--- config.mk ---
export PLATFORM = sky130hd
export DESIGN_NAME = pipe_hazard_ctrl
export DESIGN_NICKNAME = d
export VERILOG_FILES = /design/src/rtl/pipe_hazard_ctrl.sv
export SDC_FILE = /design/constraint.sdc
export NUM_CORES = 1
export LEC_CHECK = 0
export CAP_MARGIN = 20
export CORE_MARGIN = 2
export CORE_UTILIZATION = 45
export CTS_CLUSTER_DIAMETER = 120
export CTS_CLUSTER_SIZE = 14
export DETAILED_ROUTE_END_ITERATION = 7
export GPL_ROUTABILITY_DRIVEN = 0
export PLACE_DENSITY = 0.78
export SLEW_MARGIN = 20
export SYNTH_ARGS = -nofsm -noshare
export SYNTH_HDL_FRONTEND = slang
export SYNTH_SLANG_ARGS = --single-unit
--- constraint.sdc ---
create_clock -name CLK -period 10.2 [get_ports CLK]
set_clock_uncertainty 0.05 [all_clocks]
set_input_delay 2.04 -clock CLK [delete_from_list [all_inputs] [get_ports CLK]]
set_output_delay 2.04 -clock CLK [all_outputs]
set_load 0.01 [all_outputs]
--- src/rtl/pipe_hazard_ctrl.sv ---
// Stall/flush sequencer for the IF_ID/ID_RR/RR_EXE/EXE_WB pipeline latches.
// Also owns the fetch redirect handshake and keeps a saturating stall-cycle counter.
module pipe_hazard_ctrl #(
  parameter int unsigned ADDR_W            = 40,
  parameter int unsigned XCPT_DRAIN_CYCLES = 4,
  parameter int unsigned CNT_W             = 32
) (
  input  logic              CLK,
  input  logic              RST,
  input  logic              DCACHE_BUSY,
  input  logic              MULDIV_BUSY,
  input  logic              LOAD_USE_HAZARD,
  input  logic              EXE_BRANCH_MISS,
  input  logic [ADDR_W-1:0] EXE_BRANCH_PC,
  input  logic              COMMIT_XCPT,
  input  logic [ADDR_W-1:0] XCPT_VECTOR,
  input  logic              FETCH_READY,
  output logic [3:0]        LOCK,
  output logic [3:0]        FLUSH_P1,
  output logic [3:0]        FLUSH_P2,
  output logic              REDIRECT_VALID,
  output logic [ADDR_W-1:0] REDIRECT_PC,
  output logic [CNT_W-1:0]  STALL_CNT,
  output logic [1:0]        CTRL_STATE
);

  localparam int unsigned        DRAIN_W   = $clog2(XCPT_DRAIN_CYCLES + 1);
  localparam logic [DRAIN_W-1:0] DRAIN_MAX = DRAIN_W'(XCPT_DRAIN_CYCLES);

  typedef enum logic [1:0] {
    S_RUN   = 2'd0,
    S_REDIR = 2'd1,
    S_XCPT  = 2'd2
  } state_t;

  state_t              r_state, w_state_nxt;
  logic [DRAIN_W-1:0]  r_drain_cnt, w_drain_nxt, w_drain_inc;
  logic [ADDR_W-1:0]   r_vector, w_vector_nxt;
  logic                r_redir_valid, w_redir_valid_nxt;
  logic [ADDR_W-1:0]   r_redir_pc, w_redir_pc_nxt;
  logic [CNT_W-1:0]    r_stall_cnt;
  logic [3:0]          w_lock, w_flush_p1, w_flush_p2;
  logic                w_busy;

  assign w_busy      = DCACHE_BUSY | MULDIV_BUSY;
  // Drain count as it will be after this cycle, saturating at the minimum drain time
  assign w_drain_inc = (r_drain_cnt == DRAIN_MAX) ? r_drain_cnt : r_drain_cnt + 1'b1;

  always_ff @(posedge CLK or posedge RST) begin
    if (RST) begin
      r_state       <= S_RUN;
      r_drain_cnt   <= '0;
      r_vector      <= '0;
      r_redir_valid <= 1'b0;
      r_redir_pc    <= '0;
      r_stall_cnt   <= '0;
    end else begin
      r_state       <= w_state_nxt;
      r_drain_cnt   <= w_drain_nxt;
      r_vector      <= w_vector_nxt;
      r_redir_valid <= w_redir_valid_nxt;
      r_redir_pc    <= w_redir_pc_nxt;
      if ((|w_lock) && (r_stall_cnt != {CNT_W{1'b1}}))
        r_stall_cnt <= r_stall_cnt + 1'b1;
    end
  end

  always_comb begin
    w_state_nxt       = r_state;
    w_drain_nxt       = r_drain_cnt;
    w_vector_nxt      = r_vector;
    w_redir_valid_nxt = r_redir_valid;
    w_redir_pc_nxt    = r_redir_pc;
    w_lock            = 4'b0000;
    w_flush_p1        = 4'b0000;
    w_flush_p2        = 4'b0000;
    case (r_state)
      S_RUN: begin
        if (COMMIT_XCPT) begin
          w_flush_p1   = 4'b1111;
          w_vector_nxt = XCPT_VECTOR;
          w_drain_nxt  = '0;
          w_state_nxt  = S_XCPT;
        end else if (EXE_BRANCH_MISS) begin
          w_flush_p1        = 4'b0111;
          w_redir_pc_nxt    = EXE_BRANCH_PC;
          w_redir_valid_nxt = 1'b1;
          w_state_nxt       = S_REDIR;
        end else if (w_busy) begin
          w_lock     = 4'b0111;
          w_flush_p2 = 4'b1000;
        end else if (LOAD_USE_HAZARD) begin
          w_lock     = 4'b0011;
          w_flush_p2 = 4'b0100;
        end
      end
      S_REDIR: begin
        // Keep wrong-path fetches out of ID until fetch takes the redirect
        w_flush_p2 = 4'b0001;
        if (COMMIT_XCPT) begin
          w_flush_p1        = 4'b1111;
          w_redir_valid_nxt = 1'b0;
          w_vector_nxt      = XCPT_VECTOR;
          w_drain_nxt       = '0;
          w_state_nxt       = S_XCPT;
        end else if (EXE_BRANCH_MISS) begin
          w_flush_p1     = 4'b0111;
          w_redir_pc_nxt = EXE_BRANCH_PC;
        end else begin
          if (w_busy) begin
            w_lock     = 4'b0110;
            w_flush_p2 = 4'b1001;
          end
          if (FETCH_READY) begin
            w_redir_valid_nxt = 1'b0;
            w_state_nxt       = S_RUN;
          end
        end
      end
      S_XCPT: begin
        w_flush_p1 = 4'b1111;
        if (COMMIT_XCPT) begin
          w_vector_nxt = XCPT_VECTOR;
          w_drain_nxt  = '0;
        end else begin
          w_drain_nxt = w_drain_inc;
          if ((w_drain_inc == DRAIN_MAX) && !DCACHE_BUSY) begin
            w_redir_pc_nxt    = r_vector;
            w_redir_valid_nxt = 1'b1;
            w_state_nxt       = S_REDIR;
          end
        end
      end
      default: w_state_nxt = S_RUN;
    endcase
  end

  assign LOCK           = w_lock;
  assign FLUSH_P1       = w_flush_p1;
  assign FLUSH_P2       = w_flush_p2;
  assign REDIRECT_VALID = r_redir_valid;
  assign REDIRECT_PC    = r_redir_pc;
  assign STALL_CNT      = r_stall_cnt;
  assign CTRL_STATE     = r_state;

endmodule

==> results, run 1 <==
- Yosys mapped a number of flops with a built-in enable equal to 0.
- The share of the cycle needed by the critical path after routing is about three fifths.
- For this design the static power due to leakage is 3.50 nW.
- In this run the post-CTS setup repair buffer count came out at 0.
- The signal on the critical path passes through clkdlybuf4s50_1 -> or3_1 -> nor3_1 -> clkdlybuf4s50_1.
- The filler cell count is between 800 and 900.
- The total congestion overflow is 0.
- The run finished with clean final reports.
- The most used flip-flop cell after synthesis is dfrtp_1.
- The later-pin clock latency in the skew report is just over 0.4 ns.
- The final instance area is roughly 7800 um2.
- The placed cell area is a little over 7000 um2.
- Counting instances, the worst hold path has a depth of 1.
- The worst path arrival time is between 3 and 4 ns.
- In this run the most critical hold path is launched from r_vector[7]$_DFFE_PP0P_.
- The number of hold-repair buffers added at the cts stage is 0.
- Dividing total power by cell area gives a power density of about 230 nW/um2.
- The final-layout setup total negative slack is 0 ns.
- The via density per instance is ~5.2.
- The sequential cells in the finished layout cover a total of between 2000 and 3000 um2.
- The share of cells above drive strength 1 is 13.7%.
- The root buffer cell chosen for the clock tree is clkbuf_16.
- The area of the core is around 12000 um2.
- The area occupied by multi-input gates is ~2300 um2.
- The upper clock frequency limit is between 150 and 200 MHz.
- At the end of the flow, the number of nets in the layout was just over 700.
- The launching element type of the critical path is an input pin.
- The floorplan step set the die width to around 110 um.
- The initialized floorplan defines 39 standard-cell rows.
- The number of vias in the routed layout is 4114.
- The floorplan step defined a die boundary enclosing about 13000 um2.
- Across every metal layer, demand over resource in global routing totals a little over a fifth.
- In this run, placement finished with an instance count of ~750.
- The residual antenna-violating net count after detailed routing is 0.
- The total I/O pin count is approximately 180.
- The clock sink count is between 100 and 150.
- The final instance count without filler cells is 784.
- The floorplan step set the die height to 113 um.
- The distinct cell type count of the synthesized netlist is 45.
- The number of antenna violations at the first check in global routing is 0.
- Hold is met by 0.453 ns.
- In this run the worst setup path begins at COMMIT_XCPT.
- The clock tree from TritonCTS is done.
- The tightest min-delay check is of the reg2reg type.
- Before antenna repair, the detailed router went through 4 iterations.
- The proportion of synthesized flip-flops having asynchronous set or reset is 100%.
- The stage delay of the slowest cell on the critical path is a little over 0.6 ns.
- The time the worst path needs with I/O delays and setup is 5.99 ns.
- The number of antenna diodes in the final layout is 0.
- For the pin with the worst max-slew slack, the measured transition is about 1.0 ns.
- Measured against its own limit, the worst slew margin works out to ~30%.
- The cell count after synthesis came out at 461.
- The number of buffers added on ports is 172.
- The maximum number of pins on one net before global-route repair is a little over 80.
- The maximum vdd ir drop is a little under 0.0001 V.
- The worst setup path is of the in2out kind.
- The standard cell with the maximum stage delay on the critical path is clkdlybuf4s50_1.
- After clock tree synthesis, the repair step resized 0 gates.
- In the routed design, unresolved DRC markers number 0.
- The count of pins over their slew limit is 0.
- The first routing iteration left around 190 violations.
- The detailed placer's ending HPWL is approximately 9.4 mm.
- The max capacitance violation total is 0.
- The synthesized cell area is between 5000 and 6000 um2.
- The final count of hold timing violations is 0.
- The average routed wire per standard cell is 17.1 um.
- The number of warnings reported in the yosys synthesis log is 0.
- The via count of the first global-routing pass is 4193.
- The final routed wirelength across all metal layers is 13.4 mm.
- The growth of design area from synthesis to finish is 43.9%.
- The highest net fanout along the worst path is 10.
- The first-pass GRT wire length is 21.4 mm.
- The kind of end point of the critical path is a primary output.
- The synthesized design contains about 120 register bits.
- At the worst endpoint, the required time is around 8.1 ns.
- The critical path's most frequent cell is clkdlybuf4s50_1.
- The worst register-to-register path has a depth of 7.
- After synthesis, flip-flops and latches occupy 54.8% of the total area.
- The number of levels the H-tree was split into is 4.
- The overall power of the completed layout is between 1.5 and 2 mW.
- Counting along the longest clock path gives a buffer depth of 2.
- The post-CTS clock slew at the launch and capture registers of the worst setup and hold paths is around 0.050 ns.
- Setup violations remaining at the end of the flow were counted as 0.
- The startpoint identified for the worst register-to-register timing path is CTRL_STATE[1]$_DFFE_PP0P_.
- Setup repair after global routing left no endpoint under its margin.
- The initial cell density of the core is between 40% and 50%.
- The clock buffer count from CTS is 17.
- The synthesized area per cell is roughly 12 um2.
## final cells by class
type / count / area share, %
sequential: 118 / 38.1
multi-input combinational: 309 / 29.6
timing repair buffer: 176 / 22.6
clock buffer: 26 / 6.43
tap: 143 / 2.31
clock inverter: 4 / 0.581
inverter: 8 / 0.419
## path summary, 6_finish.rpt
path                       slack (ns)                     endpoint
min in group asynchronous        2.05    CTRL_STATE[0]$_DFFE_PP0P_
max                              4.21                      LOCK[0]
max in group asynchronous        6.77    STALL_CNT[14]$_DFFE_PP0P_
min reg2reg                      0.45      r_vector[7]$_DFFE_PP0P_
min                              0.45      r_vector[7]$_DFFE_PP0P_
max reg2reg                      7.01  REDIRECT_PC[30]$_DFFE_PP0P_
## where the power goes
part	internal (mW)	leakage [nW]	total, mW	switching (mW)
Sequential	0.588	1.46	0.667	0.0787
Clock	0.356	0.270	0.545	0.189
Combinational	0.325	1.77	0.587	0.262
## cell families (layout without fill, tap and decap cells)
| kind of cell | after synthesis | after routing | synth area share, % |
|---|---|---|---|
| compound gates | 63 | 63 | 6.66 |
| xor+xnor | 30 | 30 | 4.87 |
| fa+ha+maj | 3 | 3 | 0.696 |
| buf+inv | 35 | 214 | 3.16 |
| flops | 118 | 118 | 54.8 |
| mux | 81 | 81 | 16.0 |
| other cells | 1 | 2 | 0.0696 |
| simple gates | 130 | 130 | 13.8 |
## flip-flops by register name (all words and copies together), names as in the netlist
name and count:
CTRL_STATE 2, REDIRECT_PC 40, REDIRECT_VALID 1, STALL_CNT 32, r_drain_cnt 3, r_vector 40
## per-layer routing
layer	vias up	track usage [%]	routed length [um]
met1	1987	27.6	5880
met3	20	7.01	1060
met4	0	8.37	252
li1	1955	-	-
met5	-	0	0
met2	152	33.8	6190
## synth_stat cells (2+ instances only)
cell,n,area (um2)
buf_2,16,80.1
nand3_1,14,70.1
nand2_1,17,63.8
ha_1,3,37.5
nor3_1,4,20.0
and3b_1,2,17.5
xor2_1,3,26.3
nor4_4,3,63.8
a21oi_2,2,17.5
nor2_1,49,184
mux2i_1,40,400
xnor2_1,27,236
buf_4,5,37.5
mux2_2,41,462
dfrtp_1,118,2950
clkbuf_1,6,22.5
and3_2,2,15.0
a32o_1,2,20.0
nand3_2,2,20.0
o21ai_0,5,25.0
a21oi_1,46,230
a31oi_1,2,12.5
and3_1,4,25.0
inv_1,8,30.0
and4_1,2,17.5
nor2b_1,5,31.3
nand4_1,15,93.8
## layout by cell type (no fill, tap or decap), types with 3 or more instances in the layout
master	instances
nor2_1	49
clkdlybuf4s50_1	172
o21ai_0	5
and3_1	4
mux2i_1	40
xnor2_1	27
nor3_1	4
clkbuf_16	17
mux2_2	41
clkbuf_1	5
nand3_1	14
nor2b_1	4
buf_4	4
a21oi_1	45
nand4_1	15
nand2_1	17
inv_1	7
xor2_1	3
dfrtp_1	118
clkinv_2	3
clkbuf_8	4
ha_1	3
nor4_4	3
## worst max-delay path: cells and delay by family
kind / cells / cell delay (ns)
AND/OR/NAND/NOR: 2 / 0.67
buffers and inverters: 2 / 1.19
## stage by stage
step                util, %  worst slack [ns]
finish                 67.1              4.21
global route           67.1              4.14
CTS                    67.1              4.22
detailed placement     62.4              4.23
global placement       62.4              4.29
floorplan                 -              4.98
Power figures use the tool's default switching activity.
==> run 2, diff against run 1 <==
==> constraint.sdc (replaced) <==
create_clock -name CLK -period 6.3 [get_ports CLK]
set_clock_uncertainty 0.05 [all_clocks]
set_input_delay 1.26 -clock CLK [delete_from_list [all_inputs] [get_ports CLK]]
set_output_delay 1.26 -clock CLK [all_outputs]
set_load 0.01 [all_outputs]
==> results, run 2 (same netlist as run 1, synthesis figures left out) <==
- The number of levels the H-tree was split into was 4 (unchanged).
- The final routed wirelength across all metal layers is 13.6 mm (+1.4%).
- The total congestion overflow is 0 (unchanged).
- The share of cells above drive strength 1 is 14.3% (+0.60 points).
- The number of setup buffers added after CTS is 0 (unchanged).
- The worst path arrival time is 3.13 ns (-0.77 ns).
- The final count of hold timing violations is 0 (unchanged).
- The number of vias in the routed layout is 4174 (+1.5%).
- The highest net fanout along the worst path came to 10 (unchanged).
- The run finished with clean final reports.
- The area of the core is 11600 um2 (unchanged).
- The slew at the pin closest to its max-slew limit is 1.06 ns (+0.0154 ns).
- The total I/O pin count came to 175 (unchanged).
- The worst hold path stage count is 1 (unchanged).
- The proportion of power drawn by the clock network is 33.0% (+2.7 points).
- Setup repair after global routing left no endpoint under its margin.
- The detailed placer's ending HPWL was 9.43 mm (+0.51%).
- The residual antenna-violating net count after detailed routing is 0 (unchanged).
- The ratio of total power to cell area is 387 nW/um2 (+67%).
- The number of antenna violations at the first check in global routing is 0 (unchanged).
- The maximum vdd ir drop is 0.000196 V (+100%).
- The count of pins over their slew limit is 0 (unchanged).
- The number of buffers added on ports is 172 (unchanged).
- The growth of design area from synthesis to finish is 45.2%.
- The first-pass GRT wire length is 21.7 mm (+1.7%).
- The part of the total power dissipated in sequential elements is 35.6% (-1.5 points).
- The worst setup path is captured at a primary output.
- The cell internal power dissipation came to 2.15 mW (+70%).
- The share of total power in combinational logic is 31.4% (-1.3 points).
- The later-pin clock latency in the skew report was 0.41 ns (about the same).
- The filler cell count is 852 (-4.1%).
- The data required time at the worst endpoint is 4.99 ns (-3.12 ns).
- The clock root buffer master is clkbuf_16.
- The switching part of the total power is 28.9% (-0.50 points).
- The clock sink count is 118 (unchanged).
- The clock tree from TritonCTS is done.
- Static timing analysis puts the maximum clock frequency at approximately 230 MHz.
- The antenna diode count is 0 (unchanged).
- The leakage power is 3.53 nW (+0.93%).
- The largest buffer count on any clock path is 2 (unchanged).
- After layout, the minimum clock period comes to 4.44 ns.
- The share of the cycle needed by the critical path after routing is between 70% and 80%.
- The overall die height came to 113 um (unchanged).
- The class of the tightest hold or removal check is reg2reg.
- The number of cell instances on the worst register-to-register path is 8 (+1).
- The average routed wire per standard cell came to 17.3 um (+1.3%).
- The launching element type of the critical path is an input pin.
- The width of the chip came to 113 um (unchanged).
- The number of hold-repair buffers added at the cts stage was 0 (unchanged).
- The overall power of the completed layout was 3.03 mW (+69%).
- The initial cell density of the core is 46.6% (unchanged).
- The final routed DRC violation total is 0 (unchanged).
- The placement row count is 39 (unchanged).
- The final setup violation count is 0 (unchanged).
- The switching power is 0.878 mW (+66%).
- The global-route usage over all layers is 21.5% (+0.14 points).
- The floorplan die area is 12900 um2 (unchanged).
- The post-layout net count is 721 (unchanged).
- The maximum number of pins on one net before global-route repair came to 61 (-25%).
- The first-pass iteration count of the detailed router is 6 (+2).
- The startpoint-to-endpoint class of the critical path is in2out.
- The starting DRC count in detailed routing is 204 (+7.9%).
- The post-CTS clock slew at the launch and capture registers of the worst setup and hold paths is 0.05 ns (about the same).
- The library cells used most frequently in the layout, excluding fill and tap cells, are 172 x clkdlybuf4s50_1, 118 x dfrtp_1, 49 x nor2_1.
- The via count of the first global-routing pass is 4337 (+3.4%).
- The clock buffer count from CTS is 17 (unchanged).
- The worst slew slack as a fraction of its limit is 29.1% (-1.0 points).
- The max capacitance violation total is 0 (unchanged).
- The via density per instance is 5.32 (+1.3%).
- The number of gates resized after CTS is 0 (unchanged).
- The final-layout setup total negative slack is 0 ns (unchanged).
- The most frequent standard cell in the layout excluding fill and tap cells is clkdlybuf4s50_1.
==> run 2: cell count changes in the layout (fill, tap and decap cells not counted) <==
| cell | before | now |
|---|---|---|
| clkbuf_8 | 4 | 2 |
| bufinv_16 | 1 | 4 |
| clkinv_2 | 3 | 5 |
| clkinvlp_4 | 0 | 1 |
| clkbuf_1 | 5 | 2 |
==> run 2: final cells by class <==
type	instances	area [um2]	share of cell area, %
multi-input cells	309	2300	29.4
inverters	8	32.5	0.416
clock buffers	21	460	5.88
well taps	143	179	2.29
clock inverters	10	153	1.95
flip-flops and latches	118	2950	37.7
repair buffers	176	1750	22.4
==> run 2: per-layer routing <==
layer / track usage, % / routed length (um) / share of wire [%] / vias up
met4: 7.72 / 212 / 1.6 / 0
li1: - / - / - / 1960
met5: 0 / 0 / 0 / -
met2: 34.9 / 6400 / 47 / 167
met1: 27.2 / 5890 / 43 / 2027
met3: 7.12 / 1070 / 7.9 / 20
==> run 2: final timing paths <==
kind                            slack (ns)                     endpoint                        from
worst min register to register        0.46     r_vector[29]$_DFFE_PP0P_    r_vector[29]$_DFFE_PP0P_
min in group asynchronous             1.29    STALL_CNT[25]$_DFFE_PP0P_                         RST
worst min-delay path                  0.46     r_vector[29]$_DFFE_PP0P_    r_vector[29]$_DFFE_PP0P_
max in group asynchronous             3.69  REDIRECT_PC[36]$_DFFE_PP0P_                         RST
worst max-delay path                  1.86                  FLUSH_P2[2]                 COMMIT_XCPT
worst max register to register        3.42   REDIRECT_PC[1]$_DFFE_PP0P_  r_drain_cnt[0]$_DFFE_PP0P_
==> run 2: metrics by stage <==
step	cells	instance area (um2)	worst slack [ns]	util, %	hold slack, ns
5_1_grt	785	7830	1.79	67.7	0.468
2_1_floorplan	462	5400	1.86	-	0.430
4_1_cts	785	7830	1.88	67.7	0.460
3_3_place_gp	754	7210	1.94	62.4	0.438
6_report	785	7830	1.86	67.7	0.455
3_5_place_dp	754	7210	1.88	62.4	0.446
==> run 2: power groups by stage <==
stage	Clock [mW]	Combinational, mW	Sequential (mW)
after floorplan	0	0.443	1.13
after global placement	0	0.938	1.08
after detailed placement	0	0.956	1.09
after CTS	1.02	0.960	1.08
after global routing	1.05	1.03	1.11
final	1.00	0.953	1.08
==> run 2: worst max-delay path, stage by stage <==
cell and delay (ns):
clkdlybuf4s50_1 0.62, or3_1 0.46, nor3_1 0.21, clkdlybuf4s50_1 0.58
